File: src/rtl/acc_cpu_param.sv
// acc_cpu_param -- parametrised accumulator CPU with a micro-sequenced datapath.
//
// Registers A, B, PC, carry flag C, a 4-bit instruction register and an
// operand-address latch. Each instruction is fetched in one step and executed
// in a second one. LD/ST need a third step to access data memory. HLT parks
// the core in an absorbing HALT state that only reset leaves.
//
// Ports:
//   clk        system clock, rising edge
//   rst_n      asynchronous active-low reset
//   run        1 = advance one micro-step per clock, 0 = hold every register
//   mem_addr   memory address (PC, or latched operand address during MEM)
//   mem_rdata  combinational memory read data for mem_addr
//   mem_wdata  store data, always equal to A
//   mem_we     one-cycle write strobe during the MEM step of ST
//   out_port   registered output, loaded by OUT
//   halted     set by HLT, cleared only by reset
module acc_cpu_param #(
   parameter int DATA_W   = 6,
   parameter int ADDR_W   = 6,
   parameter int RESET_PC = 0
) (
   input  logic              clk,
   input  logic              rst_n,
   input  logic              run,
   output logic [ADDR_W-1:0] mem_addr,
   input  logic [DATA_W-1:0] mem_rdata,
   output logic [DATA_W-1:0] mem_wdata,
   output logic              mem_we,
   output logic [DATA_W-1:0] out_port,
   output logic              halted
);

   typedef enum logic [1:0] {ST_FETCH, ST_EXEC, ST_MEM, ST_HALT} state_t;

   localparam logic [3:0] OP_ADD  = 4'd1;
   localparam logic [3:0] OP_SWAP = 4'd2;
   localparam logic [3:0] OP_JMP  = 4'd3;
   localparam logic [3:0] OP_JZ   = 4'd4;
   localparam logic [3:0] OP_LDI  = 4'd5;
   localparam logic [3:0] OP_SUB  = 4'd6;
   localparam logic [3:0] OP_AND  = 4'd7;
   localparam logic [3:0] OP_XOR  = 4'd8;
   localparam logic [3:0] OP_OUT  = 4'd9;
   localparam logic [3:0] OP_JC   = 4'd10;
   localparam logic [3:0] OP_HLT  = 4'd11;
   localparam logic [3:0] OP_ST   = 4'd12;
   localparam logic [3:0] OP_LD   = 4'd13;
   localparam logic [3:0] OP_INC  = 4'd14;

   state_t            state_reg, state_next;
   logic [DATA_W-1:0] a_reg, a_next;
   logic [DATA_W-1:0] b_reg, b_next;
   logic              c_reg, c_next;
   logic [ADDR_W-1:0] pc_reg, pc_next;
   logic [3:0]        ir_reg, ir_next;
   logic [ADDR_W-1:0] opr_reg, opr_next;
   logic [DATA_W-1:0] out_reg, out_next;
   logic              halted_reg, halted_next;

   logic [ADDR_W-1:0] operand_addr;
   logic [ADDR_W-1:0] pc_inc;
   logic [DATA_W:0]   add_res;
   logic [DATA_W:0]   sub_res;
   logic [DATA_W:0]   inc_res;

   // Operand word seen as an address: truncated or zero-extended.
   generate
      if (ADDR_W <= DATA_W) begin : g_addr_trunc
         assign operand_addr = mem_rdata[ADDR_W-1:0];
      end else begin : g_addr_zext
         assign operand_addr = {{(ADDR_W-DATA_W){1'b0}}, mem_rdata};
      end
   endgenerate

   assign pc_inc  = pc_reg + 1'b1;
   assign add_res = {1'b0, a_reg} + {1'b0, b_reg};
   // Top bit of the extended difference is the borrow.
   assign sub_res = {1'b0, a_reg} - {1'b0, b_reg};
   assign inc_res = {1'b0, a_reg} + 1'b1;

   assign mem_addr  = (state_reg == ST_MEM) ? opr_reg : pc_reg;
   assign mem_wdata = a_reg;
   assign mem_we    = run && (state_reg == ST_MEM) && (ir_reg == OP_ST);
   assign out_port  = out_reg;
   assign halted    = halted_reg;

   always_comb begin
      state_next  = state_reg;
      a_next      = a_reg;
      b_next      = b_reg;
      c_next      = c_reg;
      pc_next     = pc_reg;
      ir_next     = ir_reg;
      opr_next    = opr_reg;
      out_next    = out_reg;
      halted_next = halted_reg;

      if (run) begin
         case (state_reg)
            ST_FETCH: begin
               ir_next    = mem_rdata[3:0];
               pc_next    = pc_inc;
               state_next = ST_EXEC;
            end
            ST_EXEC: begin
               state_next = ST_FETCH;
               case (ir_reg)
                  OP_ADD:  {c_next, a_next} = add_res;
                  OP_SWAP: begin
                     a_next = b_reg;
                     b_next = a_reg;
                  end
                  OP_JMP:  pc_next = operand_addr;
                  OP_JZ:   pc_next = (a_reg == '0) ? operand_addr : pc_inc;
                  OP_LDI: begin
                     a_next  = mem_rdata;
                     pc_next = pc_inc;
                  end
                  OP_SUB:  {c_next, a_next} = sub_res;
                  OP_AND:  a_next = a_reg & b_reg;
                  OP_XOR:  a_next = a_reg ^ b_reg;
                  OP_OUT:  out_next = a_reg;
                  OP_JC:   pc_next = c_reg ? operand_addr : pc_inc;
                  OP_HLT: begin
                     halted_next = 1'b1;
                     state_next  = ST_HALT;
                  end
                  OP_ST, OP_LD: begin
                     opr_next   = operand_addr;
                     pc_next    = pc_inc;
                     state_next = ST_MEM;
                  end
                  OP_INC:  {c_next, a_next} = inc_res;
                  default: ;  // NOP and opcode 15
               endcase
            end
            ST_MEM: begin
               if (ir_reg == OP_LD) begin
                  a_next = mem_rdata;
               end
               state_next = ST_FETCH;
            end
            default: ;  // HALT is absorbing
         endcase
      end
   end

   always_ff @(posedge clk or negedge rst_n) begin
      if (!rst_n) begin
         state_reg  <= ST_FETCH;
         a_reg      <= '0;
         b_reg      <= '0;
         c_reg      <= 1'b0;
         pc_reg     <= ADDR_W'(RESET_PC);
         ir_reg     <= '0;
         opr_reg    <= '0;
         out_reg    <= '0;
         halted_reg <= 1'b0;
      end else begin
         state_reg  <= state_next;
         a_reg      <= a_next;
         b_reg      <= b_next;
         c_reg      <= c_next;
         pc_reg     <= pc_next;
         ir_reg     <= ir_next;
         opr_reg    <= opr_next;
         out_reg    <= out_next;
         halted_reg <= halted_next;
      end
   end

endmodule

File: config.mk
export PLATFORM = sky130hd
export DESIGN_NAME = acc_cpu_param
export DESIGN_NICKNAME = d
export VERILOG_FILES = /design/src/rtl/acc_cpu_param.sv
export SDC_FILE = /design/constraint.sdc
export NUM_CORES = 1
export LEC_CHECK = 0
export BUFFER_PORTS_ARGS = -buffer_cell sky130_fd_sc_hd__buf_2
export CORE_ASPECT_RATIO = 0.75
export CORE_MARGIN = 2
export CORE_UTILIZATION = 53
export DETAILED_ROUTE_END_ITERATION = 6
export GPL_ROUTABILITY_DRIVEN = 0
export PLACE_DENSITY_LB_ADDON = 0.08
export SLEW_MARGIN = 0
export SYNTH_ARGS = -nofsm -noshare
export SYNTH_HDL_FRONTEND = slang
export SYNTH_SLANG_ARGS = --single-unit
export TNS_END_PERCENT = 50
File: constraint.sdc
create_clock -name clk -period 1.99 [get_ports clk]
set_input_delay 0.398 -clock clk [delete_from_list [all_inputs] [get_ports clk]]
set_output_delay 0.398 -clock clk [all_outputs]
set_load 0.05 [all_outputs]
==> flow_summary.yaml <==
status:
  run_status: "complete, no violations"
clocking:
  clk_latency_ns: 0.30
  cts.sinks: 38
  cts.hold.buffers_added: 0
  cts_tree: "yes"
  htreeDepth: 2
  cts_buffers: 5
  cts-root-buf: "clkbuf_8"
  clkTransAtPathRegs_ns: 0.09
  clk_path_buf_depth: 2
sta:
  rsz0062_at_grt: "yes"
  fmax_ghz: 0.5056
  worst_pin_slew_ns: 0.7203
  fin_worst_skew_ns: 0.009300
  hold_viol: 0
  fin_crit_sh_pct: 99.40
  maxSlewHeadroom_pct: 51.98
  min_period_ns: 1.978
  final_max_slew_viol_count: 0
  setup_viol: 0
finish:
  area_growth_pct: 27.32
  layout_common_cells: "45 x buf_4, 29 x dfrtp_1, 23 x mux2_2, 23 x buf_2, 22 x nand2_1"
  instances_no_fill: 459
  nets: 413
  final_area_mm2: 0.003685
  mostFrequentLayoutCell: "buf_4"
  layout-drive-gt1-share_pct: 38.80
  antenna_cells: 0
power_and_ir_drop:
  switching_share_pct: 49.98
  pwr-share-comb_pct: 71.2
  p_seq_share_pct: 20.5
  total_power_mw: 7.019
  power.net_switching_mw: 3.508
  irDropWorstVdd_uv: 989.4
  powerDensity_mw_per_mm2: 1905
  p_int_mw: 3.511
  power.leakage_nw: 1.623
  p_clk_share_pct: 8.3
die:
  die_h_um: 68.00
  die_area_mm2: 0.006074
  die_w_um: 89.33
  core_area_mm2: 0.005295
  boundaryPins: 29
  initial_utilization_pct: 54.66
  rows: 23
synthesis:
  syn_area_mm2: 0.002894
  synth.ff_latch_count: 38
  netlist.area_leader.share_pct: 32.86
  syn_avg_cell_area_um2: 9.101
  synth_edf_count: 0
  syn_nets: 348
  yosys-top-cells-area: "dfrtp_1 33%, mux2_2 9.3%, ha_1 8.2%"
  ys.flop_type: "dfrtp_1"
  yosysSeqAreaShare_pct: 32.86
  synth_cell_types: 50
  ys_async_sr_fraction_pct: 100.0
  yosysTopAreaCell: "dfrtp_1"
  yosysWarnings: 0
  synthCells: 318
detailed_routing:
  drtIter0Drc: 312
  viasPerCell: 6.081
  route.detailed.drc: 0
  wirelength_um: 8419
  wl_per_cell_um: 18.34
  dr.pass1.iters: 5
  route.vias.total: 2791
  postRouteAntennaNets: 0
placement:
  dp_hpwl_um: 6061
  portBuffers: 28
  place_area_mm2: 0.003422
  place_inst: 446
worst_setup_path:
  worst-path-max-fanout: 10
  slowest_stage: "dfrtp_1"
  setup.worst_path.class: "register to primary output"
  cp_top_family: "flip-flops"
  slowest_delay_ns: 0.40
  required_ns: 1.59
  critPathBufInv: 3
  path_cells: "inv_2 > ha_4 > buf_12 > mux2_2 > buf_6"
  crit_path_start_kind: "register"
  cp-end-kind: "primary output"
  critPathArrivalTime_ns: 1.58
global_routing:
  grt_max_degree: 31
  antenna_found_initial: 0
  grt_pass1_wl_um: 13100
  gr-total-overflow: 0
  grt_usage_pct: 28.94
  grt_pass1_vias: 2512
min_path:
  hold_path.class: "primary input to asynchronous set/reset pin"
run:
  cap_viol_max_count: 0
## final cells by class
cell class	instances	area [µm²]
clock buffer	6	82.58
timing repair buffer	76	573.1
tap	75	93.84
clock inverter	2	12.51
inverter	19	71.32
fill	459	1610
multi-input combinational	243	1889
sequential	38	962.2
## worst paths after layout
check / endpoint / slack, ns / start / depth (start not counted)
hold reg to reg: halted / 0.47 / halted / 2
hold / removal: b_reg[1] / 0.15 / rst_n / 1
min in group clk: pc_reg[0] / 0.40 / mem_rdata[0] / 3
setup / recovery: mem_addr[0] / 0.01 / state_reg[0] / 5
max in group asynchronous: pc_reg[3] / 1.26 / rst_n / 2
setup reg to reg: c_reg / 0.01 / mem_wdata[0] / 9
## repair_timing
| action | CTS | global route |
|---|---|---|
| pin swaps | 0 | 6 |
| buffers inserted | 2 | 3 |
| gates resized for setup | 13 | 28 |
| setup endpoints to repair | 8 | 20 |
## cell usage after synthesis (3+ instances only)
| master | count |
|---|---|
| dfrtp_1 | 38 |
| xnor2_1 | 9 |
| o31ai_1 | 4 |
| ha_1 | 19 |
| nand2b_1 | 11 |
| o22ai_1 | 7 |
| nor2b_1 | 5 |
| o21bai_1 | 3 |
| mux2i_1 | 12 |
| nand3b_1 | 3 |
| and3_1 | 4 |
| nor3_1 | 7 |
| nand3_1 | 10 |
| buf_4 | 3 |
| mux2_2 | 24 |
| inv_1 | 18 |
| a211oi_1 | 4 |
| a21oi_1 | 22 |
| nand2_1 | 23 |
| or3_1 | 3 |
| clkbuf_1 | 7 |
| a22oi_1 | 5 |
| o21ai_0 | 18 |
| buf_2 | 6 |
| nor2_1 | 16 |
| nand4_1 | 6 |
## cell families after synthesis
family          count (synthesis)  share of synthesized area, %
simple gates                   96                         17.47
compound gates                 81                         18.16
flops                          38                         32.86
buf+inv                        37                         5.707
mux                            36                         13.49
fa+ha+maj                      21                         9.598
xor+xnor                        9                         2.724
## power by group through the flow
stage               registers, mW  logic, mW  clock network, mW
detailed placement           1.43       4.53                  0
global route                 1.49       5.36              0.631
floorplan                    1.72       2.87                  0
CTS                          1.42       4.67              0.587
global placement             1.41       4.48                  0
finish                       1.44       5.00              0.580
## metal layers
layer	vias to the layer above	track usage [%]	share of wire [%]
met3	17	4.704	6.6
met4	0	7.463	1.6
met1	1358	45.50	50
li1	1280	-	-
met2	136	40.74	42
met5	-	0	0
## per-stage QoR
| stage | setup slack [ns] | utilization [%] | setup TNS [ns] | hold WS [ns] |
|---|---|---|---|---|
| after floorplan | -0.08774 | - | -0.2179 | 0.1024 |
| after global placement | 0.03840 | 64.63 | 0 | 0.4468 |
| after detailed placement | -0.03807 | 64.63 | -0.04336 | 0.4540 |
| after CTS | -0.01288 | 67.56 | -0.01288 | 0.1751 |
| after global routing | -0.05799 | 69.59 | -0.2216 | 0.2040 |
| final | 0.01199 | 69.59 | 0 | 0.1475 |
Power figures use the tool's default switching activity.
